File: src/rtl/mul16x16_seq_pkg.sv
// Shared definitions for the sequential 16x16 multiplier: widths, FSM encoding,
// step decoding and the small vedic building blocks used by the 8x8 core.
package mul16x16_seq_pkg;

    localparam int OPW   = 16;
    localparam int HALFW = 8;
    localparam int PW    = 32;
    localparam int PPW   = 2 * HALFW;

    typedef enum logic [1:0] {
        IDLE = 2'd0,
        MUL  = 2'd1,
        DONE = 2'd2
    } state_t;

    // Which operand halves feed the core on a given step.
    typedef struct packed {
        logic a_hi;
        logic b_hi;
    } half_sel_t;

    function automatic half_sel_t step_sel(input logic [1:0] step);
        half_sel_t s;
        s.a_hi = step[0];
        s.b_hi = step[1];
        return s;
    endfunction

    // Partial-product weight: 8 bits per high half taking part.
    function automatic logic [4:0] step_shift(input logic [1:0] step);
        logic [4:0] halves;
        halves = 5'(step[0]) + 5'(step[1]);
        return halves << 3;
    endfunction

    // 2x2 vedic cell: vertical and crosswise terms with a half-adder carry.
    function automatic logic [3:0] vedic2(input logic [1:0] x, input logic [1:0] y);
        logic c1;
        logic [3:0] r;
        r[0] = x[0] & y[0];
        r[1] = (x[1] & y[0]) ^ (x[0] & y[1]);
        c1   = (x[1] & y[0]) & (x[0] & y[1]);
        r[2] = (x[1] & y[1]) ^ c1;
        r[3] = (x[1] & y[1]) & c1;
        return r;
    endfunction

    function automatic logic [7:0] vedic4(input logic [3:0] x, input logic [3:0] y);
        logic [3:0] q0, q1, q2, q3;
        q0 = vedic2(x[1:0], y[1:0]);
        q1 = vedic2(x[3:2], y[1:0]);
        q2 = vedic2(x[1:0], y[3:2]);
        q3 = vedic2(x[3:2], y[3:2]);
        return {4'b0, q0} + {2'b0, q1, 2'b0} + {2'b0, q2, 2'b0} + {q3, 4'b0};
    endfunction

endpackage

File: src/rtl/mul16x16_seq_core.sv
// Combinational 8x8 unsigned vedic multiplier, built from four 4x4 vedic
// blocks whose products are recombined with their half-word weights.
module mul8x8
    import mul16x16_seq_pkg::*;
(
    input  logic [HALFW-1:0] a,
    input  logic [HALFW-1:0] b,
    output logic [PPW-1:0]   p
);

    logic [7:0] quad [4];

    // quad[0]=alo*blo, quad[1]=ahi*blo, quad[2]=alo*bhi, quad[3]=ahi*bhi
    generate
        for (genvar gi = 0; gi < 4; gi++) begin : g_quad
            assign quad[gi] = vedic4(a[(gi % 2) * 4 +: 4], b[(gi / 2) * 4 +: 4]);
        end
    endgenerate

    assign p = {8'b0, quad[0]}
             + {4'b0, quad[1], 4'b0}
             + {4'b0, quad[2], 4'b0}
             + {quad[3], 8'b0};

endmodule

File: src/rtl/mul16x16_seq.sv
// Sequential 16x16 unsigned multiplier: one shared 8x8 core is stepped over
// the four half-word pairs and the shifted partial products are accumulated.
module mul16x16_seq
    import mul16x16_seq_pkg::*;
(
    input  logic           clk,
    input  logic           rst_n,
    input  logic           clear,
    input  logic           in_valid,
    output logic           in_ready,
    input  logic [OPW-1:0] a,
    input  logic [OPW-1:0] b,
    output logic           out_valid,
    input  logic           out_ready,
    output logic [PW-1:0]  p,
    output logic           busy
);

    state_t         state_reg, state_next;
    logic [1:0]     step_reg, step_next;
    logic [OPW-1:0] a_reg, a_next;
    logic [OPW-1:0] b_reg, b_next;
    logic [PW-1:0]  acc_reg, acc_next;

    half_sel_t        sel;
    logic [HALFW-1:0] core_a, core_b;
    logic [PPW-1:0]   pp;
    logic [PW-1:0]    pp_shifted;

    always_comb begin
        sel        = step_sel(step_reg);
        core_a     = sel.a_hi ? a_reg[OPW-1:HALFW] : a_reg[HALFW-1:0];
        core_b     = sel.b_hi ? b_reg[OPW-1:HALFW] : b_reg[HALFW-1:0];
        pp_shifted = {{(PW - PPW){1'b0}}, pp} << step_shift(step_reg);
    end

    mul8x8 u_core (
        .a (core_a),
        .b (core_b),
        .p (pp)
    );

    always_comb begin
        state_next = state_reg;
        step_next  = step_reg;
        a_next     = a_reg;
        b_next     = b_reg;
        acc_next   = acc_reg;
        in_ready   = 1'b0;
        out_valid  = 1'b0;
        busy       = 1'b1;

        case (state_reg)
            IDLE: begin
                in_ready = 1'b1;
                busy     = 1'b0;
            end
            DONE:    out_valid = 1'b1;
            default: ;
        endcase

        // Abort wins over every transition, including a same-cycle accept.
        if (clear) begin
            state_next = IDLE;
            step_next  = 2'd0;
            acc_next   = '0;
        end else begin
            case (state_reg)
                IDLE: begin
                    if (in_valid) begin
                        a_next     = a;
                        b_next     = b;
                        acc_next   = '0;
                        step_next  = 2'd0;
                        state_next = MUL;
                    end
                end
                MUL: begin
                    acc_next  = acc_reg + pp_shifted;
                    step_next = step_reg + 2'd1;
                    if (step_reg == 2'd3) begin
                        state_next = DONE;
                    end
                end
                DONE: begin
                    if (out_ready) begin
                        state_next = IDLE;
                    end
                end
                default: state_next = IDLE;
            endcase
        end
    end

    always_ff @(posedge clk or negedge rst_n) begin
        if (!rst_n) begin
            state_reg <= IDLE;
            step_reg  <= 2'd0;
            a_reg     <= '0;
            b_reg     <= '0;
            acc_reg   <= '0;
        end else begin
            state_reg <= state_next;
            step_reg  <= step_next;
            a_reg     <= a_next;
            b_reg     <= b_next;
            acc_reg   <= acc_next;
        end
    end

    assign p = acc_reg;

endmodule
File: config.mk
export PLATFORM = sky130hd
export DESIGN_NAME = mul16x16_seq
export DESIGN_NICKNAME = d
export VERILOG_FILES = /design/src/rtl/mul16x16_seq_pkg.sv /design/src/rtl/mul16x16_seq_core.sv /design/src/rtl/mul16x16_seq.sv
export SDC_FILE = /design/constraint.sdc
export NUM_CORES = 1
export LEC_CHECK = 0
export ABC_AREA = 1
export BUFFER_PORTS_ARGS = -buffer_cell sky130_fd_sc_hd__buf_2
export CAP_MARGIN = 10
export CORE_MARGIN = 10
export CORE_UTILIZATION = 51
export DETAILED_ROUTE_END_ITERATION = 8
export PLACE_DENSITY = 0.81
export REMOVE_ABC_BUFFERS = 1
export SYNTH_ARGS = -nofsm -noshare
export SYNTH_HDL_FRONTEND = slang
export SYNTH_HIERARCHICAL = 1
export SYNTH_SLANG_ARGS = --single-unit
File: constraint.sdc
create_clock -name clk -period 9.4 [get_ports clk]
set_input_delay 0.94 -clock clk [delete_from_list [all_inputs] [get_ports clk]]
set_output_delay 0.94 -clock clk [all_outputs]
set_load 0.02 [all_outputs]
==> run_results.csv, run 1 <==
group,metric,value,unit
route,num_vias,7701,
worst_setup_path,reg2reg_from,"step_reg[1]$_DFFE_PN0P_",
job,cap_violations,0,
worst_setup_path,critPathMostFrequentCell,"nand2_1",
synthesis,synth_top_cell_by_area,"nand2_1",
outcome,outcome,"finished clean",
global_routing,overflow,0,
global_routing,grt_max_degree,69,
finish,layout-drive-gt1-share,0.107,
worst_setup_path,arrival,7.03,ns
route,wirelength,21200,µm
timing,final_max_slew_viol_count,0,
route,drt_iter0_markers,633,
synthesis,synthTopCellsByArea,"nand2_1, dfrtp_1, ha_1",
finish,n_antenna_cell,0,
synthesis,synthArstFlopShare,1.00,
timing,max_slew_margin,0.347,
timing,skew,0.0136,ns
worst_setup_path,critPathKind,"flip-flop to flip-flop",
timing,tightest_slew,0.978,ns
die,io_pins,72,
synthesis,syn_inst,1246,
timing,hold_viol,0,
finish,largest_register_ffs,32,
route,postRouteAntennaNets,0,
timing,period_needed,6.80,ns
clocking,cts-resized-gates,0,
finish,final_nets,1453,
worst_setup_path,crit_family,"adder cells",
die,die-area,21400,µm²
finish,area_growth,9.56,%
worst_setup_path,r2r_slack,2.60,ns
clocking,cts-root-buf,"clkbuf_16",
worst_setup_path,cp-end-kind,"flip-flop",
worst_setup_path,start_kind,"flip-flop",
global_routing,antenna_found_initial,0,
global_routing,grt_pass1_vias,7431,
clocking,postCtsSetupBuffers,0,
timing,fin_crit_sh,0.723,
worst_setup_path,slowest_delay,0.56,ns
synthesis,seq_area_frac_synth,0.210,
clocking,clk_pin_slew_worst_paths,0.06,ns
clocking,cts.sinks,68,
clocking,clock_latency,0.36,ns
die,start_util,0.516,
min_path,worst_hold_startpoint,"b_reg[8]$_DFFE_PN0P_",
worst_setup_path,crit_path_start,"step_reg[1]$_DFFE_PN0P_",
synthesis,synth_cell_type_count,39,
min_path,hold_class,"flip-flop to flip-flop",
clocking,htreeDepth,3,
placed_design,dpl.hpwl,17200,µm
placed_design,place.gp.congestion,0.987,
synthesis,syn_area,8120,µm²
die,die_h,146,µm
route,dr.pass1.iters,5,
worst_setup_path,cp_max_fo,11,
clocking,cts_inserted_buffers,9,
placed_design,place.port_buffers,71,
worst_setup_path,cp_num_buf_inv,5,
timing,clock.fmax,147,MHz
synthesis,synth-edff-count,0,
synthesis,yosysTopAreaCellShare,0.213,
route,drt-vias-per-instance,5.08,
finish,fin_area,8890,µm²
timing,setup_tns,0,ns
synthesis,syn_area_per_cell,6.51,µm²
placed_design,place_area,8580,µm²
global_routing,track_usage,0.201,
timing,rsz0062_at_grt,"false",
synthesis,synth_warnings,6,
worst_setup_path,cpMaxStageDelayCell,"dfrtp_1",
clocking,cts_tree,"built",
route,wl_per_cell,14.0,µm
global_routing,grt_first_pass_wirelength,35700,µm
clocking,cts_hold_buf,0,
die,rows,46,
route,route.detailed.drc,0,
die,die_w,146,µm
synthesis,yosys_register_bits,68,
die,core,15700,µm²
synthesis,yosys_most_used_dff,"dfrtp_1",
timing,setup_violations,0,
clocking,clk_path_buf_depth,2,
worst_setup_path,cp.required,9.63,ns
path summary, 6_finish.rpt:
| kind | end | cells after the start |
|---|---|---|
| worst max-delay path | p[30]$_DFFE_PN0P_ | 34 |
| worst min-delay path | b_reg[8]$_DFFE_PN0P_ | 1 |
| worst max register to register | p[30]$_DFFE_PN0P_ | 34 |
| worst min register to register | b_reg[8]$_DFFE_PN0P_ | 1 |
| max in group asynchronous | p[14]$_DFFE_PN0P_ | 2 |
| min in group asynchronous | p[13]$_DFFE_PN0P_ | 2 |
final cells by class:
| class | count | area (µm²) |
|---|---|---|
| clock buffer | 9 | 225 |
| clock inverter | 6 | 90.1 |
| fill | 1525 | 6820 |
| inverter | 272 | 1020 |
| multi-input combinational | 873 | 5220 |
| sequential | 68 | 1700 |
| tap | 216 | 270 |
| timing repair buffer | 72 | 363 |
stage by stage:
stage          hold WS (ns)  instances   util  worst slack (ns)
2_1_floorplan         0.479       1213      -              3.67
3_3_place_gp          0.488       1501  0.546              2.72
3_5_place_dp          0.494       1501  0.546              2.63
4_1_cts               0.507       1516  0.566              2.58
5_1_grt               0.522       1516  0.566              2.00
6_report              0.504       1516  0.566              2.60
cell families (layout without fill, tap and decap cells):
logic type / Yosys count / in the layout / share of synthesized area
and+or+nand+nor: 613 / 613 / 0.302
xor gates and xnor gates: 18 / 18 / 0.0204
DFF: 68 / 68 / 0.210
AOI/OAI and AO/OA: 90 / 90 / 0.0623
buffers and inverters: 305 / 359 / 0.147
muxes: 32 / 32 / 0.0463
adders and majority gates: 120 / 120 / 0.213
layer usage:
| metal | GRT usage | vias up | share of wire |
|---|---|---|---|
| met4 | 0.0766 | 0 | 0.030 |
| li1 | - | 3871 | - |
| met5 | 0 | - | 0 |
| met1 | 0.249 | 3526 | 0.43 |
| met2 | 0.334 | 261 | 0.47 |
| met3 | 0.0436 | 43 | 0.067 |
synthesized netlist by cell type (all sizes together) (2+ instances only):
master	number
nor2	76
fa	30
inv	270
o21bai	4
ha	90
nand4	3
o22ai	3
clkinv	2
or2	3
buf	9
xnor2	2
a32o	3
and2	2
dfrtp	68
clkbuf	24
a21oi	43
o21ai	33
nand3b	3
xor2	16
nand2	464
nand3	58
mux2	32
nor3	4
layout by cell type (no fill, tap or decap), types with 3 or more instances in the layout:
| cell type | n |
|---|---|
| inv_2 | 3 |
| clkbuf_16 | 9 |
| dfrtp_1 | 68 |
| o21ai_2 | 3 |
| ha_1 | 90 |
| nor3_1 | 3 |
| o21ai_0 | 30 |
| buf_2 | 71 |
| mux2_4 | 4 |
| nand2_1 | 461 |
| nor2_2 | 3 |
| o21bai_1 | 4 |
| nor2_1 | 73 |
| a32o_1 | 3 |
| xor2_1 | 15 |
| fa_1 | 30 |
| a21oi_1 | 42 |
| nand4_1 | 3 |
| nand3b_1 | 3 |
| nand3_1 | 56 |
| nand2_2 | 3 |
| o22ai_1 | 3 |
| inv_1 | 267 |
| mux2_2 | 28 |
Power of run 1 is left out: the tool's default activity adds up to more than one toggle a clock period on the data nets, which glitch-free logic cannot reach.
==> run 2: changes to the inputs <==
Settings changed: ABC_AREA 1 to 0.
Clock period 9.4 ns to 7.1 ns, I/O delays scaled along.
==> run_results.csv, run 2 <==
group,metric,value,unit
timing,skew,0.00893,ns
synthesis,synth_top_cell_by_area,"dfrtp_1",
timing,period_needed,7.09,ns
job,cap_violations,0,
global_routing,grtUsageMet3,0.0443,
placed_design,place_area,8240,µm²
route,wirelength,20700,µm
global_routing,track_usage,0.191,
die,rows,43,
finish,area_growth,25.9,%
route,dr.pass1.iters,5,
synthesis,synthArstFlopShare,1.00,
synthesis,syn_inst,809,
worst_setup_path,cp_num_buf_inv,6,
die,core,14000,µm²
worst_setup_path,critPathKind,"flip-flop to flip-flop",
route,route.detailed.drc,0,
placed_design,place.port_buffers,71,
die,die_w,140,µm
timing,rsz0062_at_grt,"true",
synthesis,synth_warnings,6,
route,wl_per_cell,18.4,µm
route,num_vias,6422,
finish,layout-drive-gt1-share,0.332,
route,postRouteAntennaNets,0,
timing,clock.fmax,141,MHz
min_path,hold_class,"flip-flop to flip-flop",
worst_setup_path,cp.required,7.30,ns
global_routing,grt_pass1_vias,6427,
outcome,outcome,"finished clean",
clocking,clock_latency,0.36,ns
timing,tightest_slew,0.897,ns
finish,fin_area,9240,µm²
clocking,htreeDepth,3,
synthesis,yosysMostFrequentCell,"ha_1",
clocking,cts.sinks,68,
timing,max_slew_margin,0.402,
clocking,cts_hold_buf,0,
synthesis,yosys_register_bits,68,
die,die-area,19600,µm²
placed_design,place.gp.congestion,0.966,
worst_setup_path,cp_max_fo,8,
worst_setup_path,slowest_delay,0.56,ns
synthesis,synth_cell_type_count,61,
synthesis,synth-edff-count,0,
worst_setup_path,cpMaxStageDelayCell,"fa_1",
global_routing,grt.met1_usage,0.234,
timing,hold_viol,0,
route,drt_iter0_markers,562,
synthesis,syn_area,7340,µm²
timing,setup_violations,0,
clocking,cts_tree,"built",
clocking,clk_pin_slew_worst_paths,0.06,ns
worst_setup_path,start_kind,"flip-flop",
worst_setup_path,crit_family,"adder cells",
global_routing,antenna_found_initial,0,
global_routing,grt.busiest_layer,"met2",
finish,largest_register_ffs,32,
clocking,cts-root-buf,"clkbuf_16",
clocking,cts_inserted_buffers,9,
global_routing,overflow,0,
timing,hold_ws,0.507,ns
synthesis,yosys_most_used_dff,"dfrtp_1",
route,drt-vias-per-instance,5.71,
global_routing,grt_max_degree,69,
synthesis,seq_area_frac_synth,0.232,
die,start_util,0.525,
placed_design,dpl.hpwl,14800,µm
finish,mostFrequentLayoutCells,"buf_2, buf_4, nand2_1, ha_1, dfrtp_1",
finish,n_antenna_cell,0,
synthesis,synthTopCellsByCount,"ha_1, inv_1, nand2_1",
global_routing,use_met2,0.321,
global_routing,grt_first_pass_wirelength,31300,µm
synthesis,syn_area_per_cell,9.07,µm²
timing,fin_crit_sh,0.999,
timing,final_max_slew_viol_count,0,
worst_setup_path,arrival,7.29,ns
finish,final_nets,1097,
die,die_h,140,µm
synthesis,synthTopCellsByArea,"dfrtp_1, ha_1, fa_1",
worst_setup_path,cp-end-kind,"flip-flop",
clocking,clk_path_buf_depth,2,
die,io_pins,72,
synthesis,yosysTopAreaCellShare,0.232,
==> run 2: cell types whose count changed after synthesis, moves of 11 or more <==
cell	delta
mux2i_1	+11
nand2_1	-392
nand2b_1	+11
mux2_2	+20
xnor2_1	+24
inv_1	-197
nand3_1	-47
o21ai_0	+11
a22o_1	+11
nor2b_1	+12
and2_1	+59
a21o_1	+21
nor2_1	-28
==> run 2: area by class of cell <==
type	instances	area, µm²
clock buffers	9	225
clock inverters	7	146
fillers	1091	4750
inverters	70	263
multi-input cells	642	5710
flip-flops and latches	68	1700
well taps	180	225
repair buffers	149	967
==> run 2: timing repair <==
item                       CTS  global route
pin swaps                    7            71
resized for setup           15            94
setup endpoints to repair   14            18
gates cloned                 0             0
hold endpoints to repair     0             0
setup buffers                3            13
==> run 2: final timing paths <==
| check | slack, ns | depth (start not counted) | from | endpoint |
|---|---|---|---|---|
| setup / recovery | 0.008 | 32 | step_reg[1]$_DFFE_PN0P_ | p[21]$_DFFE_PN0P_ |
| hold / removal | 0.51 | 1 | b_reg[9]$_DFFE_PN0P_ | b_reg[9]$_DFFE_PN0P_ |
| setup reg to reg | 0.008 | 32 | step_reg[1]$_DFFE_PN0P_ | p[21]$_DFFE_PN0P_ |
| hold reg to reg | 0.51 | 1 | b_reg[9]$_DFFE_PN0P_ | b_reg[9]$_DFFE_PN0P_ |
| max in group asynchronous | 5.90 | 2 | rst_n | step_reg[1]$_DFFE_PN0P_ |
| min in group asynchronous | 0.56 | 2 | rst_n | p[8]$_DFFE_PN0P_ |
==> run 2: cells by family (layout without fill, tap and decap cells) <==
logic type | Yosys count | after routing | synth area share
buf+inv | 99 | 235 | 0.0563
compound gates | 171 | 171 | 0.162
xor+xnor | 45 | 45 | 0.0537
mux | 59 | 59 | 0.0887
fa+ha+maj | 120 | 120 | 0.235
simple gates | 247 | 247 | 0.172
flops | 68 | 68 | 0.232
==> run 2: routing by layer <==
metal,share of wire,vias to the layer above
met5,0,-
met1,0.41,3069
met3,0.058,51
met2,0.50,238
met4,0.030,0
li1,-,3064
==> run 2: through the flow <==
step | instances | TNS, ns | utilization | setup slack [ns]
after floorplan | 780 | 0 | - | 0.188
after global placement | 1093 | -0.881 | 0.589 | -0.213
after detailed placement | 1093 | -2.07 | 0.589 | -0.331
after CTS | 1112 | 0 | 0.622 | 0.00116
after global routing | 1125 | -1.58 | 0.660 | -0.256
final | 1125 | 0 | 0.660 | 0.00808
Power of run 2 is left out for the same reason.
